$ cat src/rtl/tile_pkg.sv
// Shared encodings for the tile sequencer: FSM states, ROM read phases, rest-lane rule, lane decode.
// Latency: none, types and pure functions only.
// Backpressure: none.
package tile_pkg;

    typedef enum logic [2:0] {
        ST_IDLE,
        ST_FETCH_CURR,
        ST_FETCH_NEXT,
        ST_PLAY,
        ST_DONE
    } state_t;

    // ROM access is strobe-then-data: ISSUE drives rom_rd, WAIT is the cycle the data is valid.
    typedef enum logic [1:0] {
        RD_IDLE,
        RD_ISSUE,
        RD_WAIT
    } rd_phase_t;

    localparam int MAX_LANES = 64;

    // A lane index equal to the lane count encodes a rest; anything above is treated the same way.
    function automatic logic is_rest(input int unsigned lane_idx, input int unsigned lanes);
        return lane_idx >= lanes;
    endfunction

    function automatic logic [MAX_LANES-1:0] lane_onehot(input int unsigned lane_idx,
                                                         input int unsigned lanes);
        logic [MAX_LANES-1:0] oh;
        oh = '0;
        if (!is_rest(lane_idx, lanes))
            oh = MAX_LANES'(1) << lane_idx;
        return oh;
    endfunction

endpackage

$ cat src/rtl/tile_sequencer_if.sv
// Song ROM port: read strobe plus address out, lane/hold back one cycle later.
// Latency: data valid the cycle after rom_rd.
// Backpressure: none, the ROM always answers.
interface tile_sequencer_if #(
    parameter int LANES    = 12,
    parameter int SONG_LEN = 12,
    parameter int HOLD_W   = 4
);
    localparam int AW = (SONG_LEN > 1) ? $clog2(SONG_LEN) : 1;
    localparam int LW = $clog2(LANES + 1);

    logic              rom_rd;
    logic [AW-1:0]     rom_addr;
    logic [LW-1:0]     rom_lane;
    logic [HOLD_W-1:0] rom_hold;

    modport master (output rom_rd, output rom_addr, input rom_lane, input rom_hold);
    modport slave  (input rom_rd, input rom_addr, output rom_lane, output rom_hold);
endinterface

$ cat src/rtl/beat_divider.sv
// Beat divider: counts 0..BEAT_CYCLES-1, one-cycle tick on the terminal count, beat high in first half.
// Latency: tick is combinational from the count register.
// Backpressure: en low freezes the count; active low clears it so every play starts a fresh beat.
module beat_divider #(
    parameter int BEAT_CYCLES = 50000000
) (
    input  logic clk,
    input  logic rst_n,
    input  logic active,
    input  logic en,
    output logic tick,
    output logic beat
);
    localparam int CW = $clog2(BEAT_CYCLES);
    localparam logic [CW-1:0] TERM = CW'(BEAT_CYCLES - 1);
    localparam logic [CW-1:0] HALF = CW'(BEAT_CYCLES / 2);

    logic [CW-1:0] count;

    always_ff @(posedge clk or negedge rst_n) begin
        if (!rst_n)
            count <= '0;
        else if (!active)
            count <= '0;
        else if (en)
            count <= (count == TERM) ? '0 : count + 1'b1;
    end

    assign tick = active && en && (count == TERM);
    assign beat = active && (count < HALF);
endmodule

$ cat src/rtl/tile_sequencer.sv
// Song sequencer: beats from CLOCK_50, walks the song ROM, shows current/next lanes, scores keys (TILE_LOOP_EN: loop song forever).
// Latency: start to PLAY in 4 cycles; scoring and note advance on the beat's terminal cycle.
// Backpressure: pause freezes divider, FSM, prefetch and score; start ignored while paused or playing.
module tile_sequencer
    import tile_pkg::*;
#(
    parameter int LANES       = 12,
    parameter int SONG_LEN    = 12,
    parameter int BEAT_CYCLES = 50000000,
    parameter int HOLD_W      = 4,
    parameter int SCORE_W     = 17,
    parameter int SCORE_MAX   = 9990,
    parameter int POINTS      = 10,
    localparam int AW = (SONG_LEN > 1) ? $clog2(SONG_LEN) : 1,
    localparam int LW = $clog2(LANES + 1)
) (
    input  logic               CLOCK_50,
    input  logic               reset_n,
    input  logic               start,
    input  logic               pause,
    input  logic [LANES-1:0]   keys,
    tile_sequencer_if.master   rom,
    output logic [LANES-1:0]   curr_note,
    output logic [LANES-1:0]   next_note,
    output logic [HOLD_W-1:0]  hold_left,
    output logic [AW-1:0]      game_frame,
    output logic               beat,
    output logic [SCORE_W-1:0] score,
    output logic               hit,
    output logic               miss,
    output logic               playing,
    output logic               done
);
    localparam logic [LW-1:0]      REST_LANE  = LW'(LANES);
    localparam logic [AW-1:0]      LAST_FRAME = AW'(SONG_LEN - 1);
    localparam logic [SCORE_W:0]   SAT        = (SCORE_W + 1)'(SCORE_MAX);
    localparam logic [SCORE_W:0]   PTS        = (SCORE_W + 1)'(POINTS);
    localparam logic [HOLD_W-1:0]  HOLD_ONE   = HOLD_W'(1);

    state_t            state, state_d;
    rd_phase_t         phase, phase_d;
    logic [LW-1:0]     curr_lane, next_lane;
    logic [HOLD_W-1:0] next_hold;
    logic              in_play, beat_tick, curr_rest, advance, song_end;
    logic [AW-1:0]     frame_inc;
    logic [SCORE_W:0]  score_sum;
    logic [SCORE_W-1:0] score_sat;
    logic [HOLD_W-1:0] rom_hold_min1, next_hold_min1;

    assign in_play   = (state == ST_PLAY);
    assign curr_rest = is_rest(32'(curr_lane), LANES);
    assign advance   = beat_tick && (hold_left <= HOLD_ONE);
    assign frame_inc = (game_frame == LAST_FRAME) ? '0 : game_frame + 1'b1;
`ifdef TILE_LOOP_EN
    assign song_end  = 1'b0;
`else
    assign song_end  = advance && (game_frame == LAST_FRAME);
`endif

    assign score_sum      = {1'b0, score} + PTS;
    assign score_sat      = (score_sum > SAT) ? SAT[SCORE_W-1:0] : score_sum[SCORE_W-1:0];
    assign rom_hold_min1  = (rom.rom_hold == '0) ? HOLD_ONE : rom.rom_hold;
    assign next_hold_min1 = (next_hold == '0) ? HOLD_ONE : next_hold;

    beat_divider #(.BEAT_CYCLES(BEAT_CYCLES)) u_beat_divider (
        .clk    (CLOCK_50),
        .rst_n  (reset_n),
        .active (in_play),
        .en     (in_play && !pause),
        .tick   (beat_tick),
        .beat   (beat)
    );

    always_ff @(posedge CLOCK_50 or negedge reset_n) begin
        if (!reset_n) begin
            state <= ST_IDLE;
            phase <= RD_IDLE;
        end else begin
            state <= state_d;
            phase <= phase_d;
        end
    end

    always_comb begin
        state_d = state;
        phase_d = phase;
        if (!pause) begin
            case (state)
                ST_IDLE, ST_DONE: begin
                    if (start) begin
                        state_d = ST_FETCH_CURR;
                        phase_d = RD_ISSUE;
                    end
                end
                ST_FETCH_CURR: begin
                    if (phase == RD_WAIT) begin
                        state_d = ST_FETCH_NEXT;
                        phase_d = RD_ISSUE;
                    end else begin
                        phase_d = RD_WAIT;
                    end
                end
                ST_FETCH_NEXT: begin
                    if (phase == RD_WAIT) begin
                        state_d = ST_PLAY;
                        phase_d = RD_IDLE;
                    end else begin
                        phase_d = RD_WAIT;
                    end
                end
                ST_PLAY: begin
                    if (song_end) begin
                        state_d = ST_DONE;
                        phase_d = RD_IDLE;
                    end else if (advance) begin
                        phase_d = RD_ISSUE;
                    end else if (phase == RD_ISSUE) begin
                        phase_d = RD_WAIT;
                    end else begin
                        phase_d = RD_IDLE;
                    end
                end
                default: begin
                    state_d = ST_IDLE;
                    phase_d = RD_IDLE;
                end
            endcase
        end
    end

    always_ff @(posedge CLOCK_50 or negedge reset_n) begin
        if (!reset_n) begin
            curr_lane  <= REST_LANE;
            next_lane  <= REST_LANE;
            next_hold  <= '0;
            hold_left  <= '0;
            game_frame <= '0;
            score      <= '0;
        end else if (!pause) begin
            case (state)
                ST_IDLE, ST_DONE: begin
                    if (start) begin
                        game_frame <= '0;
                        score      <= '0;
                    end
                end
                ST_FETCH_CURR: begin
                    if (phase == RD_WAIT) begin
                        curr_lane <= rom.rom_lane;
                        hold_left <= rom_hold_min1;
                    end
                end
                ST_FETCH_NEXT: begin
                    if (phase == RD_WAIT) begin
                        next_lane <= rom.rom_lane;
                        next_hold <= rom.rom_hold;
                    end
                end
                ST_PLAY: begin
                    if (beat_tick && !curr_rest && (keys == curr_note))
                        score <= score_sat;
                    if (song_end) begin
                        curr_lane <= REST_LANE;
                        next_lane <= REST_LANE;
                        hold_left <= '0;
                    end else if (advance) begin
                        curr_lane  <= next_lane;
                        hold_left  <= next_hold_min1;
                        game_frame <= frame_inc;
                    end else begin
                        if (beat_tick)
                            hold_left <= hold_left - 1'b1;
                        if (phase == RD_WAIT) begin
                            next_lane <= rom.rom_lane;
                            next_hold <= rom.rom_hold;
                        end
                    end
                end
                default: ;
            endcase
        end
    end

    // Prefetch always targets the entry after the current frame, so it also serves the initial next fetch.
    assign rom.rom_rd   = !pause && (phase == RD_ISSUE);
    assign rom.rom_addr = !rom.rom_rd ? '0 : (state == ST_FETCH_CURR) ? '0 : frame_inc;

    assign curr_note = LANES'(lane_onehot(32'(curr_lane), LANES));
    assign next_note = LANES'(lane_onehot(32'(next_lane), LANES));
    assign hit       = beat_tick && !curr_rest && (keys == curr_note);
    assign miss      = beat_tick && !curr_rest && (keys != curr_note);
    assign playing   = in_play;
    assign done      = (state == ST_DONE);
endmodule

$ cat src/flat_wrapper.sv
// flat-port wrapper written by rule: the top's interface ports become plain ports
module tile_sequencer_flat import tile_pkg::*;
#(
    parameter int LANES       = 12,
    parameter int SONG_LEN    = 12,
    parameter int BEAT_CYCLES = 50000000,
    parameter int HOLD_W      = 4,
    parameter int SCORE_W     = 17,
    parameter int SCORE_MAX   = 9990,
    parameter int POINTS      = 10,
    localparam int AW = (SONG_LEN > 1) ? $clog2(SONG_LEN) : 1,
    localparam int LW = $clog2(LANES + 1)
)
  (CLOCK_50, reset_n, start, pause, keys, curr_note, next_note, hold_left, game_frame, beat, score, hit, miss, playing, done, rom_rom_rd, rom_rom_addr, rom_rom_lane, rom_rom_hold);
  tile_sequencer_if #(.LANES(LANES), .SONG_LEN(SONG_LEN), .HOLD_W(HOLD_W)) rom_i ();
  input  logic CLOCK_50;
  input  logic reset_n;
  input  logic start;
  input  logic pause;
  input  logic [LANES-1:0] keys;
  output logic [LANES-1:0] curr_note;
  output logic [LANES-1:0] next_note;
  output logic [HOLD_W-1:0] hold_left;
  output logic [AW-1:0] game_frame;
  output logic beat;
  output logic [SCORE_W-1:0] score;
  output logic hit;
  output logic miss;
  output logic playing;
  output logic done;
  output wire logic [$bits(rom_i.rom_rd)-1:0] rom_rom_rd;
  output wire logic [$bits(rom_i.rom_addr)-1:0] rom_rom_addr;
  input wire logic [$bits(rom_i.rom_lane)-1:0] rom_rom_lane;
  input wire logic [$bits(rom_i.rom_hold)-1:0] rom_rom_hold;
  assign rom_rom_rd = rom_i.rom_rd;
  assign rom_rom_addr = rom_i.rom_addr;
  assign rom_i.rom_lane = rom_rom_lane;
  assign rom_i.rom_hold = rom_rom_hold;
  tile_sequencer #(.LANES(LANES), .SONG_LEN(SONG_LEN), .BEAT_CYCLES(BEAT_CYCLES), .HOLD_W(HOLD_W), .SCORE_W(SCORE_W), .SCORE_MAX(SCORE_MAX), .POINTS(POINTS)) u_core (.CLOCK_50(CLOCK_50), .reset_n(reset_n), .start(start), .pause(pause), .keys(keys), .rom(rom_i), .curr_note(curr_note), .next_note(next_note), .hold_left(hold_left), .game_frame(game_frame), .beat(beat), .score(score), .hit(hit), .miss(miss), .playing(playing), .done(done));
endmodule
$ cat config.mk
export PLATFORM = sky130hd
export DESIGN_NAME = tile_sequencer_flat
export DESIGN_NICKNAME = d
export VERILOG_FILES = /design/src/rtl/tile_pkg.sv /design/src/rtl/tile_sequencer_if.sv /design/src/rtl/beat_divider.sv /design/src/rtl/tile_sequencer.sv /design/src/flat_wrapper.sv
export SDC_FILE = /design/constraint.sdc
export NUM_CORES = 1
export LEC_CHECK = 0
export CORE_UTILIZATION = 54
export CTS_CLUSTER_SIZE = 14
export DETAILED_ROUTE_END_ITERATION = 10
export PLACE_DENSITY = 0.84
export SYNTH_ARGS = -nofsm -noshare
export SYNTH_HDL_FRONTEND = slang
export SYNTH_SLANG_ARGS = --single-unit
$ cat constraint.sdc
create_clock -name CLOCK_50 -period 3.3 [get_ports CLOCK_50]
set_input_delay 0.66 -clock CLOCK_50 [delete_from_list [all_inputs] [get_ports CLOCK_50]]
set_output_delay 0.66 -clock CLOCK_50 [all_outputs]
set_load 0.01 [all_outputs]
==> key figures <==
Cells and area
  • NumNets Final: 678
  • Final std cells w/o fill: 759
  • Antenna diodes: 0
  • FF/Latch Area: 1680 sq um
  • Layout cells sized above 1: 0.141
  • Finished Cell Area: 5900 sq um
  • Number of fillers in the final layout: 627
  • Multi-input gate area: 2680 sq um
  • Area Growth Syn to Fin: 28.0%

Floorplan
  • Row count: 33
  • Initial Util: 0.558
  • Full die area: 8910 sq um
  • Die Width: 94.4 um
  • I/O Pins: 83
  • Core box area: 8260 sq um
  • Chip height: 94.4 um

Timing
  • Fin. Hold Viols: 0
  • Relative slew slack: 0.466
  • Final min period: 3.17 ns
  • Setup slack after layout: 0.132 ns
  • Final setup violation count: 0
  • Slew Viols, Final: 0
  • Unrepaired setup endpoints after global routing: false
  • Final setup skew: 0.0155 ns
  • Period utilization: 0.960
  • Worst Tran Pin Value: 0.801 ns
  • Hold WS: 0.381 ns
  • Fmax: 316 MHz

Clocking
  • Clk sinks: 67
  • Max Buffers Root-to-Sink: 2
  • Clock latency reported for the late side of the worst-skew pair: 0.36 ns
  • CTS root buffer: clkbuf_8
  • Inserted Clock Buffers: 9
  • H-tree depth: 3
  • TritonCTS clock tree: yes
  • Clock-pin slew on the worst setup and hold paths: 0.08 ns

Drt
  • Vias per cell: 6.09
  • WL final: 12.4 mm
  • Drt first pass iters: 5
  • DRC viols: 0
  • Post-route ant nets: 0
  • Vias: 4624
  • Detailed Route Iter0 Violations: 316
  • Routed wire per std cell: 16.3 um

Yosys
  • Library cells used by synthesis: 77
  • Post-synthesis sequential area ratio: 0.365
  • #FFs+latches synth: 67
  • Syn Std Cell Area: 4610 sq um
  • Synth Warn #: 0
  • Number of flops mapped to enable cells by yosys: 0
  • Ys async rst share: 1.00
  • Synthesized instance count: 552
  • Post-synth net total: 581
  • Mean Syn Cell Area: 8.35 sq um
  • Ys flop type: dfrtp_1

Run status
  • Status: complete, no violations

Worst setup path
  • Critical path peak fanout: 2
  • Critical path arrival: 2.51 ns
  • Worst Setup Start Kind: input port
  • Crit. End Element: primary output
  • Required @ worst endpoint: 2.64 ns
  • Setup CP Type: input port to primary output

Min path
  • HP Class: input port to async pin

Power
  • Pleak: 2.34 nW
  • Pwr per Cell Area: 499 nW/um^2
  • Final Power: 2.94 mW
  • Worst vdd rail ir drop: 369 uV

Placement
  • Placed cell count: 743
  • Area after DPL: 5620 sq um
  • GP Congestion: 0.943
  • Detailed Place HPWL: 8.85 mm
  • Input/output buffers: 81
  • Pre-CTS WS: -0.712 ns

Run
  • Max-cap violations: 0

GRT
  • Gr usage total: 0.294
  • Overflow after GRT: 0
  • Global-route wire length before repair: 20.6 mm
  • Vias in the first global route: 4394
  • Initial antenna violation count: 0
  • Largest net degree at the start of global routing: 34
## per-stage QoR
stage,util,TNS (ns)
detailed placement,0.681,-4.08
CTS,0.713,0
global placement,0.681,-3.98
floorplan,-,0
global route,0.714,0
finish,0.714,0
## cell usage in the layout (no fill, tap or decap), types with 4 or more instances in the layout
cell type and instances:
a211oi_1 6, o21ai_1 5, o211ai_1 4, nor3_1 28, and2_1 5, inv_1 14
buf_4 37, and4_1 4, o21ai_0 53, a21oi_1 21, nand2_1 70, xnor2_1 7
clkbuf_8 10, clkdlybuf4s50_1 75, o2bb2ai_2 6, nor2_1 49, dfstp_2 4, o2bb2ai_1 4
dfrtp_1 63, mux2_2 6, nand4_1 11, nand2b_1 14, nor2b_1 4, or3_1 4
xor2_1 7, nand3b_1 5, and3_1 6, nor4_1 8, ha_1 5, a31oi_1 9
nand3_1 14, o31ai_1 5, nor3b_1 7
## flip-flops by register name, summed over array words and instances (netlist names)
name and cells:
u_core.u_beat_divider.count 26, u_core.score 16, u_core.curr_lane 4, u_core.game_frame 4, u_core.hold_left 4, u_core.next_hold 4, u_core.next_lane 4, u_core.state 3
u_core.phase 2
## path summary, 6_finish.rpt
| kind | from | endpoint | slack, ns | cells past startpoint |
|---|---|---|---|---|
| hold reg to reg | u_core.u_beat_divider.count[22] | u_core.u_beat_divider.count[22] | 0.49 | 1 |
| setup / recovery | keys[8] | hit | 0.13 | 7 |
| min in group CLOCK_50 | u_core.u_beat_divider.count[22] | u_core.u_beat_divider.count[22] | 0.49 | 1 |
| setup reg to reg | u_core.score[1] | u_core.score[3] | 0.37 | 8 |
| max in group asynchronous | reset_n | u_core.next_lane[2] | 2.08 | 2 |
| hold / removal | reset_n | u_core.score[7] | 0.38 | 1 |
## worst max-delay path: stages
cell	delay, ns
clkdlybuf4s50_1	0.49
or4b_1	0.45
a21oi_1	0.17
nor3_1	0.10
nor4bb_4	0.32
and2_4	0.21
buf_6	0.10
## synth_stat cells, types with 5 or more instances
| library cell | count | area (sq um) |
|---|---|---|
| a211oi_1 | 6 | 45.0 |
| a21oi_1 | 21 | 105 |
| a31oi_1 | 9 | 56.3 |
| and2_1 | 6 | 37.5 |
| and3_1 | 6 | 37.5 |
| clkbuf_1 | 19 | 71.3 |
| clkbuf_8 | 6 | 82.6 |
| dfrtp_1 | 63 | 1580 |
| ha_1 | 5 | 62.6 |
| inv_1 | 14 | 52.6 |
| mux2_2 | 6 | 67.6 |
| nand2_1 | 70 | 263 |
| nand2b_1 | 14 | 87.6 |
| nand3_1 | 14 | 70.1 |
| nand3b_1 | 5 | 37.5 |
| nand4_1 | 11 | 68.8 |
| nor2_1 | 49 | 184 |
| nor3_1 | 28 | 140 |
| nor3b_1 | 7 | 52.6 |
| nor4_1 | 9 | 56.3 |
| o21ai_0 | 55 | 275 |
| o2bb2ai_2 | 6 | 90.1 |
| o31ai_1 | 5 | 37.5 |
| xnor2_1 | 7 | 61.3 |
| xor2_1 | 7 | 61.3 |
## final cells by class
cell class / instances / area share
clock buffer: 10 / 0.0233
clock inverter: 6 / 0.0189
inverter: 15 / 0.00955
multi-input combinational: 437 / 0.454
sequential: 67 / 0.285
tap: 105 / 0.0223
timing repair buffer: 119 / 0.186
## repair_timing
item	CTS	global route
hold buffers	0	0
buffers inserted	0	0
resized for setup	15	4
setup endpoints to repair	3	7
pin swaps	4	4
## cells by family (layout without fill, tap and decap cells)
logic type,count (synthesis),in the layout,synth area share
compound gates,153,153,0.224
other cells,1,1,0.000814
flops,67,67,0.365
fa+ha+maj,5,5,0.0136
buf+inv,48,150,0.0603
mux,7,7,0.0168
simple gates,257,257,0.293
xor+xnor,14,14,0.0266
## layer usage
metal  wire length [um]  global-route usage
met5                  0                   0
met4                219               0.106
met3                793              0.0628
met2               5970               0.478
met1               5380               0.386
## where the power goes
part	internal [mW]	total, mW	switching [mW]
Combinational	0.484	0.914	0.430
Sequential	0.959	1.17	0.208
Clock	0.524	0.859	0.335
Power figures use the tool's default switching activity.
